`src/rtl/cpu_pkg.sv`:
```
// Shared register-file types and defaults for the CPU datapath.
package cpu_pkg;

  localparam int ADDR_W_DEF = 3;
  localparam int DATA_W_DEF = 16;

  typedef logic [ADDR_W_DEF-1:0] reg_addr_t;
  typedef logic [DATA_W_DEF-1:0] reg_data_t;

  localparam reg_addr_t ZERO_ADDR = 3'd0;

endpackage

```
`src/rtl/onehot_decoder.sv`:
```
// Gated binary-to-one-hot decoder; addresses at or beyond OUT_N select nothing.
module onehot_decoder #(
  parameter int IN_W  = 3,
  parameter int OUT_N = 8
) (
  input  logic             en,
  input  logic [IN_W-1:0]  addr,
  output logic [OUT_N-1:0] sel
);

  // One select line per output, qualified by the enable
  always_comb begin
    sel = {OUT_N{1'b0}};
    for (int i = 0; i < OUT_N; i++) begin
      sel[i] = en & (addr == IN_W'(i));
    end
  end

endmodule

```
`src/rtl/regfile_scoreboard.sv`:
```
// General-purpose register file with write-to-read bypass and a per-register
// pending-write scoreboard used by issue to decide stalls.
module regfile_scoreboard
  import cpu_pkg::*;
#(
  parameter int NUM_REGS = 8,
  parameter int ADDR_W   = ADDR_W_DEF,
  parameter int DATA_W   = DATA_W_DEF,
  parameter bit ZERO_REG = 1'b0
) (
  input  logic                clk,
  input  logic                rst_n,
  input  logic [ADDR_W-1:0]   ra1,
  output logic [DATA_W-1:0]   rd1,
  output logic                busy1,
  input  logic [ADDR_W-1:0]   ra2,
  output logic [DATA_W-1:0]   rd2,
  output logic                busy2,
  input  logic                we,
  input  logic [ADDR_W-1:0]   wa,
  input  logic [DATA_W-1:0]   wd,
  input  logic                iv,
  input  logic [ADDR_W-1:0]   ia,
  output logic [NUM_REGS-1:0] busy_vec
);

  localparam logic [NUM_REGS-1:0] VALID_MASK =
    ZERO_REG ? {{(NUM_REGS-1){1'b1}}, 1'b0} : {NUM_REGS{1'b1}};

  logic [DATA_W-1:0]   regs_r [NUM_REGS];
  logic [NUM_REGS-1:0] busy_r;
  logic [NUM_REGS-1:0] wdec_s;
  logic [NUM_REGS-1:0] idec_s;
  logic [NUM_REGS-1:0] wsel_s;
  logic [NUM_REGS-1:0] isel_s;
  logic [NUM_REGS-1:0] wbyp_s;
  logic [NUM_REGS-1:0] hit1_s;
  logic [NUM_REGS-1:0] hit2_s;
  logic [DATA_W-1:0]   rd1_s;
  logic [DATA_W-1:0]   rd2_s;
  logic                busy1_s;
  logic                busy2_s;

  onehot_decoder #(.IN_W(ADDR_W), .OUT_N(NUM_REGS)) u_wdec (
    .en   (we),
    .addr (wa),
    .sel  (wdec_s)
  );

  onehot_decoder #(.IN_W(ADDR_W), .OUT_N(NUM_REGS)) u_idec (
    .en   (iv),
    .addr (ia),
    .sel  (idec_s)
  );

  // Read-address match restricted to valid registers; invalid addresses hit nothing
  function automatic logic [NUM_REGS-1:0] addr_hit(input logic [ADDR_W-1:0] a);
    logic [NUM_REGS-1:0] hit;
    hit = {NUM_REGS{1'b0}};
    for (int i = 0; i < NUM_REGS; i++) begin
      hit[i] = (a == ADDR_W'(i));
    end
    if (ZERO_REG && (a == ADDR_W'(ZERO_ADDR))) begin
      hit = {NUM_REGS{1'b0}};
    end else begin
      hit = hit & VALID_MASK;
    end
    return hit;
  endfunction

  // Valid-qualified selects plus the read muxes with bypass and busy masking
  always_comb begin
    wsel_s  = wdec_s & VALID_MASK;
    isel_s  = idec_s & VALID_MASK;
    // While reset is held the bypass must not leak wd onto the read ports
    wbyp_s  = wsel_s & {NUM_REGS{rst_n}};
    hit1_s  = addr_hit(ra1);
    hit2_s  = addr_hit(ra2);
    rd1_s   = {DATA_W{1'b0}};
    rd2_s   = {DATA_W{1'b0}};
    for (int i = 0; i < NUM_REGS; i++) begin
      rd1_s = rd1_s | ({DATA_W{hit1_s[i]}} & (wbyp_s[i] ? wd : regs_r[i]));
      rd2_s = rd2_s | ({DATA_W{hit2_s[i]}} & (wbyp_s[i] ? wd : regs_r[i]));
    end
    busy1_s = |(hit1_s & busy_r & ~wbyp_s);
    busy2_s = |(hit2_s & busy_r & ~wbyp_s);
  end

  // Register storage: one write port driven by the gated write select
  always_ff @(posedge clk or negedge rst_n) begin
    if (!rst_n) begin
      for (int i = 0; i < NUM_REGS; i++) begin
        regs_r[i] <= {DATA_W{1'b0}};
      end
    end else begin
      for (int i = 0; i < NUM_REGS; i++) begin
        if (wsel_s[i]) begin
          regs_r[i] <= wd;
        end
      end
    end
  end

  // Scoreboard: a same-cycle issue beats the writeback since the new producer is outstanding
  always_ff @(posedge clk or negedge rst_n) begin
    if (!rst_n) begin
      busy_r <= {NUM_REGS{1'b0}};
    end else begin
      busy_r <= (busy_r & ~wsel_s) | isel_s;
    end
  end

  assign rd1      = rd1_s;
  assign rd2      = rd2_s;
  assign busy1    = busy1_s;
  assign busy2    = busy2_s;
  assign busy_vec = busy_r;

endmodule

```
`config.mk`:
```
export PLATFORM = sky130hd
export DESIGN_NAME = regfile_scoreboard
export DESIGN_NICKNAME = d
export VERILOG_FILES = /design/src/rtl/cpu_pkg.sv /design/src/rtl/onehot_decoder.sv /design/src/rtl/regfile_scoreboard.sv
export SDC_FILE = /design/constraint.sdc
export NUM_CORES = 1
export LEC_CHECK = 0
export CAP_MARGIN = 20
export CORE_MARGIN = 4
export CORE_UTILIZATION = 63
export CTS_BUF_LIST = sky130_fd_sc_hd__clkbuf_8 sky130_fd_sc_hd__clkbuf_16
export DETAILED_ROUTE_END_ITERATION = 12
export GPL_ROUTABILITY_DRIVEN = 1
export PLACE_DENSITY = 0.91
export SLEW_MARGIN = 40
export SYNTH_ARGS = -nofsm -noshare
export SYNTH_HDL_FRONTEND = slang
export SYNTH_SLANG_ARGS = --single-unit
```
`constraint.sdc`:
```
create_clock -name clk -period 7.1 [get_ports clk]
set_input_delay 1.42 -clock clk [delete_from_list [all_inputs] [get_ports clk]]
set_output_delay 1.42 -clock clk [all_outputs]
set_load 0.1 [all_outputs]
```
=== Yosys cells after proc, flatten, opt, wreduce, memory -nomap -nowiden ===
Cells that the tools add are included.
Widths: inputs -> output; s select.

* Word-level logic and storage cells: 106
* Input bits: 32
* Bits in registers: 136
* Output and inout port bits: 42

* Eq/ne operators: 28
* Muxes and demuxes: 8
* Bitwise gates (word level): 55
* Reduce and logical (&&, ||, !) cells: 6

{| class="wikitable"
|+ Operator list
! cell !! number
|-
| $and 16x16->16 || 16
|-
| $or 16x16->16 || 14
|-
| $mux 16 || 8
|-
| $and 8x8->8 || 6
|-
| $eq 3x3->1 const B || 16
|-
| $eq 3x2->1 const B || 8
|-
| $and 1x1->1 || 16
|-
| $not 8->8 || 2
|-
| $reduce_or 8->1 || 2
|-
| $eq 3x1->1 const B || 4
|-
| $logic_not 3->1 || 4
|-
| $or 8x8->8 || 1
|}

=== Longest topological paths before layout ===
* Depth in word-level cells: 12
* Depth in mapped cells: 8

=== Cells and area by module ===
From an unflattened synthesis, not the netlist that was laid out.

* Cells, all modules: 697
* Area total of the unflattened synthesis: 8,101.5 sq um

{| class="wikitable"
|+ Modules (own cells, without submodules)
! module !! cells each !! area each (sq um) !! seq. area each (sq um) !! instances
|-
| regfile_scoreboard || 681 || 7,911.3 || 3,403.3 || 1
|-
| onehot_decoder || 8 || 95.1 || 0.0 || 2
|}

=== Worst setup path after synthesis ===
Ideal clock, no wire load.

* Kind: input-to-output
* Start point: input wa[2]
* End point: output rd1[10]
* Required time: 5.680 ns
* Arrival time: 3.844 ns
* Setup slack: 1.836 ns
* Stages on the path: 8
* Cells stage by stage: buf_2 -> nand2b_1 -> clkbuf_1 -> nor2_1 -> buf_4 -> mux2i_1 -> o22ai_1 -> or4_1

* Cells in the longest elaborated chain, start to end: 12

{| class="wikitable"
|+ Ends and longest elaborated chain
! item !! RTL line !! text
|-
| start: declaration || regfile_scoreboard.sv:20 || <nowiki>input logic [ADDR_W-1:0] wa,</nowiki>
|-
| $eq 3x1->1 / $logic_not 3->1 (equally long branches) || onehot_decoder.sv:15 || <nowiki>sel[i] = en & (addr == IN_W'(i));</nowiki>
|-
| $and 1x1->1 || onehot_decoder.sv:15 ||
|-
| $and 8x8->8 * || regfile_scoreboard.sv:76 || <nowiki>wbyp_s = wsel_s & {NUM_REGS{rst_n}};</nowiki>
|-
| $mux 16 || regfile_scoreboard.sv:82 || <nowiki>rd1_s = rd1_s | ({DATA_W{hit1_s[i]}} & (wbyp_s[i] ? wd : regs_r[i]));</nowiki>
|-
| $and 16x16->16 || regfile_scoreboard.sv:82 ||
|-
| $or 16x16->16 (6 in a row) || regfile_scoreboard.sv:82 ||
|-
| $or 16x16->16 * || regfile_scoreboard.sv:82 ||
|-
| end: declaration || regfile_scoreboard.sv:14 || <nowiki>output logic [DATA_W-1:0] rd1,</nowiki>
|}

Mark *: on every way between the ends. The rest lies on a longest branch, timed or not.

=== Worst setup path after layout ===
Ends and elaborated chain as after synthesis.

==> qor.yml <==
drcViolationCount: 0
syn_area_mm2: 0.00799
yosysUniqueCellTypes: 37
grt_max_degree: 78
nNetsFinal: 779
core_area_mm2: 0.0122
yosys.area_share.simple_pct: 7.80
synth_common_cells: "136 x dfrtp_1, 130 x o22ai_1, 128 x mux2_2, 128 x mux2i_1, 51 x clkbuf_1"
preCtsSetupSlack_ps: 1340
die_h_um: 121
wl_per_cell_um: 28.1
maxCapViolations: 0
worstSetupPathType: "primary input to primary output"
wl_mm: 26.0
hold_path.startpoint: "regs_r[30]"
reg2reg_slack_ps: 6290
synth-async-reset-ratio_pct: 100
yosys_most_used_dff: "dfrtp_1"
post_cts_buffers: 0
seq_area_frac_synth_pct: 42.6
ctsResizeCount: 0
critPathRequiredTime_ps: 5680
rsz0062_at_grt: "false"
cts_root_buf: "clkbuf_16"
worstSetupStartpointType: "primary input"
cp_slowest_cell: "nor2_2"
drtIter0Drc: 1340
regArea_mm2: 0.00340
fillers: 721
synth-xor-area-share_pct: 0
slew_headroom_pct: 36.7
vias_per_cell: 7.72
synthMuxAreaShare_pct: 34.1
cts_sinks: 136
grt_pass1_vias: 7415
period_share_pct: 84.3
ys_top_cells_by_area: "dfrtp_1 43%, mux2_2 18%, mux2i_1 16%"
fp.dieW_um: 121
track_usage_pct: 35.8
ir_drop_mv: 0.196
rr_startpoint: "regs_r[42]"
hold_path_end: "regs_r[30]"
slowest_delay_ps: 640
ys_seq_elements: 136
reg2reg_depth: 1
yosys.area.top_type: "dfrtp_1"
yosysMostFrequentCell: "dfrtp_1"
dr_total_vias: 7162
grt_first_pass_wirelength_mm: 39.9
area_delta_synth_final_pct: 16.7
timing.fmax_mhz: 167
hold_viol: 0
multi_input_area_mm2: 0.00430
setup_viol: 0
tightest_slew_ps: 947
path_cells: "clkdlybuf4s50_1 -> nand2b_1 -> nor2_2 -> buf_4 -> mux2i_1 -> o22ai_1 -> or4_1 -> buf_4"
synth_edf_count: 0
n_antenna_cell: 0
avgSynthCellArea_um2: 11.3
antenna_left: 0
overflow: 0
cts_buffers: 17
netlist_instances: 706
total_leakage_power_uw: 0.00387
io_pins: 74
cts_max_level: 4
worstHoldPathCells: 1
syn_nets: 738
drive_gt1_share_pct: 31.2
layout_min_cycle_time_ps: 5990
gp_congestion: 0.888
crit_fanout: 9
crit_path_frequent_cell: "buf_4"
portBuffers: 73
cts.hold.buffers_added: 0
antenna_found_initial: 0
synthAdderAreaFrac_pct: 0
initial_core_util_pct: 65.4
dp_hpwl_mm: 14.6
cp-end-kind: "primary output"
powerDensity_mw_per_mm2: 329
synth_compound_area_share_pct: 11.6
hold_class: "register to register"
row_count: 40
first_pass_iters: 10
report.final.slew_viol_count: 0
insertion_delay_ps: 440
arrival_ps: 4570
final.setup.worst_slack_ps: 1110
tns_ps: 0
yosys_warnings: 0
post-synth-top-area-fraction_pct: 42.6
status: "finished, final reports clean"
ctsLongestPathBuffers: 2
synth_top_family_by_area: "multiplexers"
cts_tree: "yes"
whs_ps: 506
die_area_mm2: 0.0145
clk_pin_slew_worst_paths_ps: 60
skew_ps: 0
r2r_end: "regs_r[42]"
## flip-flops by register name, summed over array words and instances (netlist names)
signal,cells
regs_r,128
busy_vec,8
## cell usage in the layout (no fill, tap or decap), drive strengths merged
| cell | n |
|---|---|
| clkinvlp | 4 |
| clkinv | 4 |
| or3 | 6 |
| and3 | 1 |
| a311oi | 1 |
| clkdlybuf4s50 | 30 |
| bufinv | 4 |
| and3b | 1 |
| inv | 8 |
| nand3b | 4 |
| buf | 58 |
| nand2b | 6 |
| nor3b | 1 |
| nor2 | 12 |
| dfrtp | 136 |
| o32a | 1 |
| or4 | 33 |
| o22ai | 130 |
| or2 | 1 |
| o221ai | 2 |
| nand2 | 16 |
| clkbuf | 19 |
| a31o | 1 |
| mux2i | 128 |
| nand4b | 2 |
| a211oi | 2 |
| nand3 | 6 |
| o32ai | 3 |
| or3b | 2 |
| nand4 | 3 |
| nor3 | 2 |
| o21ai | 5 |
| mux2 | 128 |
## stage by stage
stage | total power (uW) | area, um^2 | cells | utilization (%)
after floorplan | 1840 | 7990 | 706 | -
after global placement | 2050 | 8640 | 892 | 70.8
after detailed placement | 2090 | 8640 | 894 | 70.7
after CTS | 3050 | 9270 | 926 | 75.9
after global routing | 3160 | 9320 | 928 | 76.3
final | 3070 | 9320 | 928 | 76.3
## area by class of cell
cell class | count | area share [%]
multi-input cells | 497 | 46.1
flip-flops and latches | 136 | 36.5
repair buffers | 88 | 8.05
clock buffers | 19 | 4.86
well taps | 168 | 2.26
clock inverters | 13 | 1.91
inverters | 7 | 0.282
## cells by family after synthesis
logic type / count (synthesis)
mux: 256
compound gates: 145
simple gates: 96
buf+inv: 73
flops: 136
## critical path: cells and delay by family
family	cells	cell delay, ps
AOI/OAI and AO/OA	1	140
buffers and inverters	3	1180
muxes	1	320
and+or+nand+nor	3	1500
## power breakdown
group / switching, uW / total (uW) / internal [uW]
Clock: 349 / 952 / 602
Sequential: 104 / 1050 / 946
Combinational: 736 / 1070 / 333
## how the worst max path moves through the flow
| stage | start | endpoint | slack [ps] | depth (start not counted) |
|---|---|---|---|---|
| after floorplan | wa[2] | rd1[10] | 1840 | 8 |
| after global placement | we | rd1[14] | 1320 | 7 |
| after detailed placement | wa[2] | rd2[7] | 1340 | 8 |
| after CTS | wa[2] | rd1[6] | 1280 | 8 |
| after global routing | wa[2] | rd1[6] | 1130 | 8 |
| final | wa[2] | rd1[10] | 1110 | 8 |
## layer usage
metal,vias to the layer above,part of all wire (%),track usage [%]
li1,2833,-,-
met1,3407,35,45.1
met2,720,45,52.7
met3,202,14,12.9
met4,0,6.3,21.7
met5,-,0,0
No activity file was read; power rests on OpenSTA's default activity.
==> RTL change: new RTL, config.mk and constraints unchanged <==
The parameter `ZERO_REG` goes from 1'b0 to 1'b1.
--- a/src/rtl/regfile_scoreboard.sv
+++ b/src/rtl/regfile_scoreboard.sv
@@ -6,7 +6,7 @@
   parameter int NUM_REGS = 8,
   parameter int ADDR_W   = ADDR_W_DEF,
   parameter int DATA_W   = DATA_W_DEF,
-  parameter bit ZERO_REG = 1'b0
+  parameter bit ZERO_REG = 1'b1
 ) (
   input  logic                clk,
   input  logic                rst_n,
Function: changed (Yosys sat finds a counterexample within 4 cycles, from zero or initial values and one cycle with rst_n low).
==> RTL change against the original RTL <==
- power down 7.2%
- design area down 8.1%
- critical path depth unchanged
- area after synthesis down 8.8%
- worst setup slack better by 52 ps
- sequential cell count down 17
- first-iteration DRC count down 37%
- routed wire length down 12%
==> RTL change: results (changes against the original RTL) <==
grt_usage_pct: 35.24  # -0.55 points
portBuffers: 72  # -1.4%
root_buffer: "clkbuf_16"
dp.final_hpwl_um: 13140  # -9.8%
largest_reg_flops: 112  # -13%
cpMaxStageDelayCell: "clkdlybuf4s50_1"
cts_post_setup_buffers_inserted: 0  # unchanged
vias: 6366  # -11%
drt_first_pass_iters: 8  # -2
antenna_found_initial: 0  # unchanged
largest_register: "regs_r"
slowest_delay_ps: 860  # +220 ps
crit_family: "buffers and inverters"
clk_pin_slew_worst_paths_ps: 50
synth.net_count: 677  # -8.3%
drtIter0Drc: 844  # -37%
cts_resized: 0  # unchanged
swShare_pct: 37.16  # -1.6 points
cp_max_fo: 11  # +2
vdd_drop_max_mv: 0.3034  # +55%
grt_pass1_vias: 6526  # -12%
ys_seq_area_share_pct: 40.91  # -1.7 points
grt_max_degree: 61  # -22%
fin_worst_skew_ps: 0  # unchanged
clk_latency_ps: 410  # -30 ps
status: "finished clean"
wl_per_cell_um: 26.90  # -4.1%
p_leak_nw: 3.488  # -10%
h-tree-depth: 4  # unchanged
synth_top_cells_by_area: "dfrtp_1 (41%), mux2_2 (17%), mux2i_1 (15%), o22ai_1 (8.4%), or4_1 (3.3%)"
drive_above_1_share_pct: 31.93  # +0.74 points
gp_congestion: 0.8600  # -3.1%
nFillCells: 680  # -5.7%
grt_pass1_wl_um: 35330  # -11%
holdCritPathClass: "reg -> reg"
yosysUniqueCellTypes: 40  # +8.1%
finalNetCount: 730  # -6.3%
place_ws_ps: 1133  # -208.8 ps
synth_top_cells_by_count: "dfrtp_1 (119), mux2_2 (112), mux2i_1 (112)"
relSlewSlack_pct: 38.42  # +1.7 points
synth_async_sr_flop_share_pct: 100.0  # unchanged
[RTL change: cell types whose count changed after synthesis, sizes merged, moves of 7 or more]
cell,before,now
dfrtp,136,119
o22ai,130,98
nor2,12,43
clkbuf,51,39
mux2,128,112
nor3b,1,8
mux2i,128,112
[RTL change: routing by layer]
layer  GRT usage, %  vias up  part of all wire, %
li1               -     2565                    -
met3          12.27      156                   13
met2          54.05      580                   45
met5              0        -                    0
met4          20.27        0                  6.0
met1          43.42     3065                   36
[RTL change: final timing paths]
check	to	slack [ps]	cells after the start	startpoint
min in group asynchronous	regs_r[69]	900	1	rst_n
worst min register to register	regs_r[4]	500	1	regs_r[4]
max in group asynchronous	regs_r[103]	4750	3	rst_n
worst max-delay path	rd1[2]	1170	8	wa[1]
worst max register to register	regs_r[66]	6270	1	regs_r[66]
worst min-delay path	regs_r[4]	500	1	regs_r[4]
[RTL change: final cells by class]
type / instances / area [µm²] / area share [%]
multi-input combinational: 463 / 3968 / 46.31
sequential: 119 / 2978 / 34.76
timing repair buffer: 94 / 768.2 / 8.967
clock buffer: 22 / 494.2 / 5.769
tap: 140 / 175.2 / 2.045
clock inverter: 10 / 172.7 / 2.015
inverter: 3 / 11.26 / 0.1314
[RTL change: kinds of logic after synthesis]
| group | share of synthesized area (%) |
|---|---|
| AO/OA/AOI/OAI | 9.368 |
| flip-flops | 40.91 |
| multiplexers | 32.73 |
| other | 0.05151 |
| AND/OR/NAND/NOR | 12.10 |
| buffers and inverters | 4.847 |
[RTL change: through the flow]
| step | cells | util (%) | cell area [µm²] | hold slack, ps |
|---|---|---|---|---|
| final | 851 | 77.33 | 8567 | 504.6 |
| after global routing | 851 | 77.33 | 8567 | 510.8 |
| after CTS | 850 | 77.14 | 8546 | 504.9 |
| after detailed placement | 818 | 71.12 | 7879 | 491.7 |
| after global placement | 814 | 71.14 | 7881 | 486.5 |
| after floorplan | 645 | - | 7279 | 478.7 |
[RTL change: power by group through the flow]
stage               clock (mW)  combinational (mW)  sequential [mW]
global placement             0               0.916            0.906
floorplan                    0               0.695            0.948
finish                   0.970               0.960            0.918
detailed placement           0               0.938            0.918
global route              1.01                1.00            0.929
CTS                      0.974               0.949            0.910
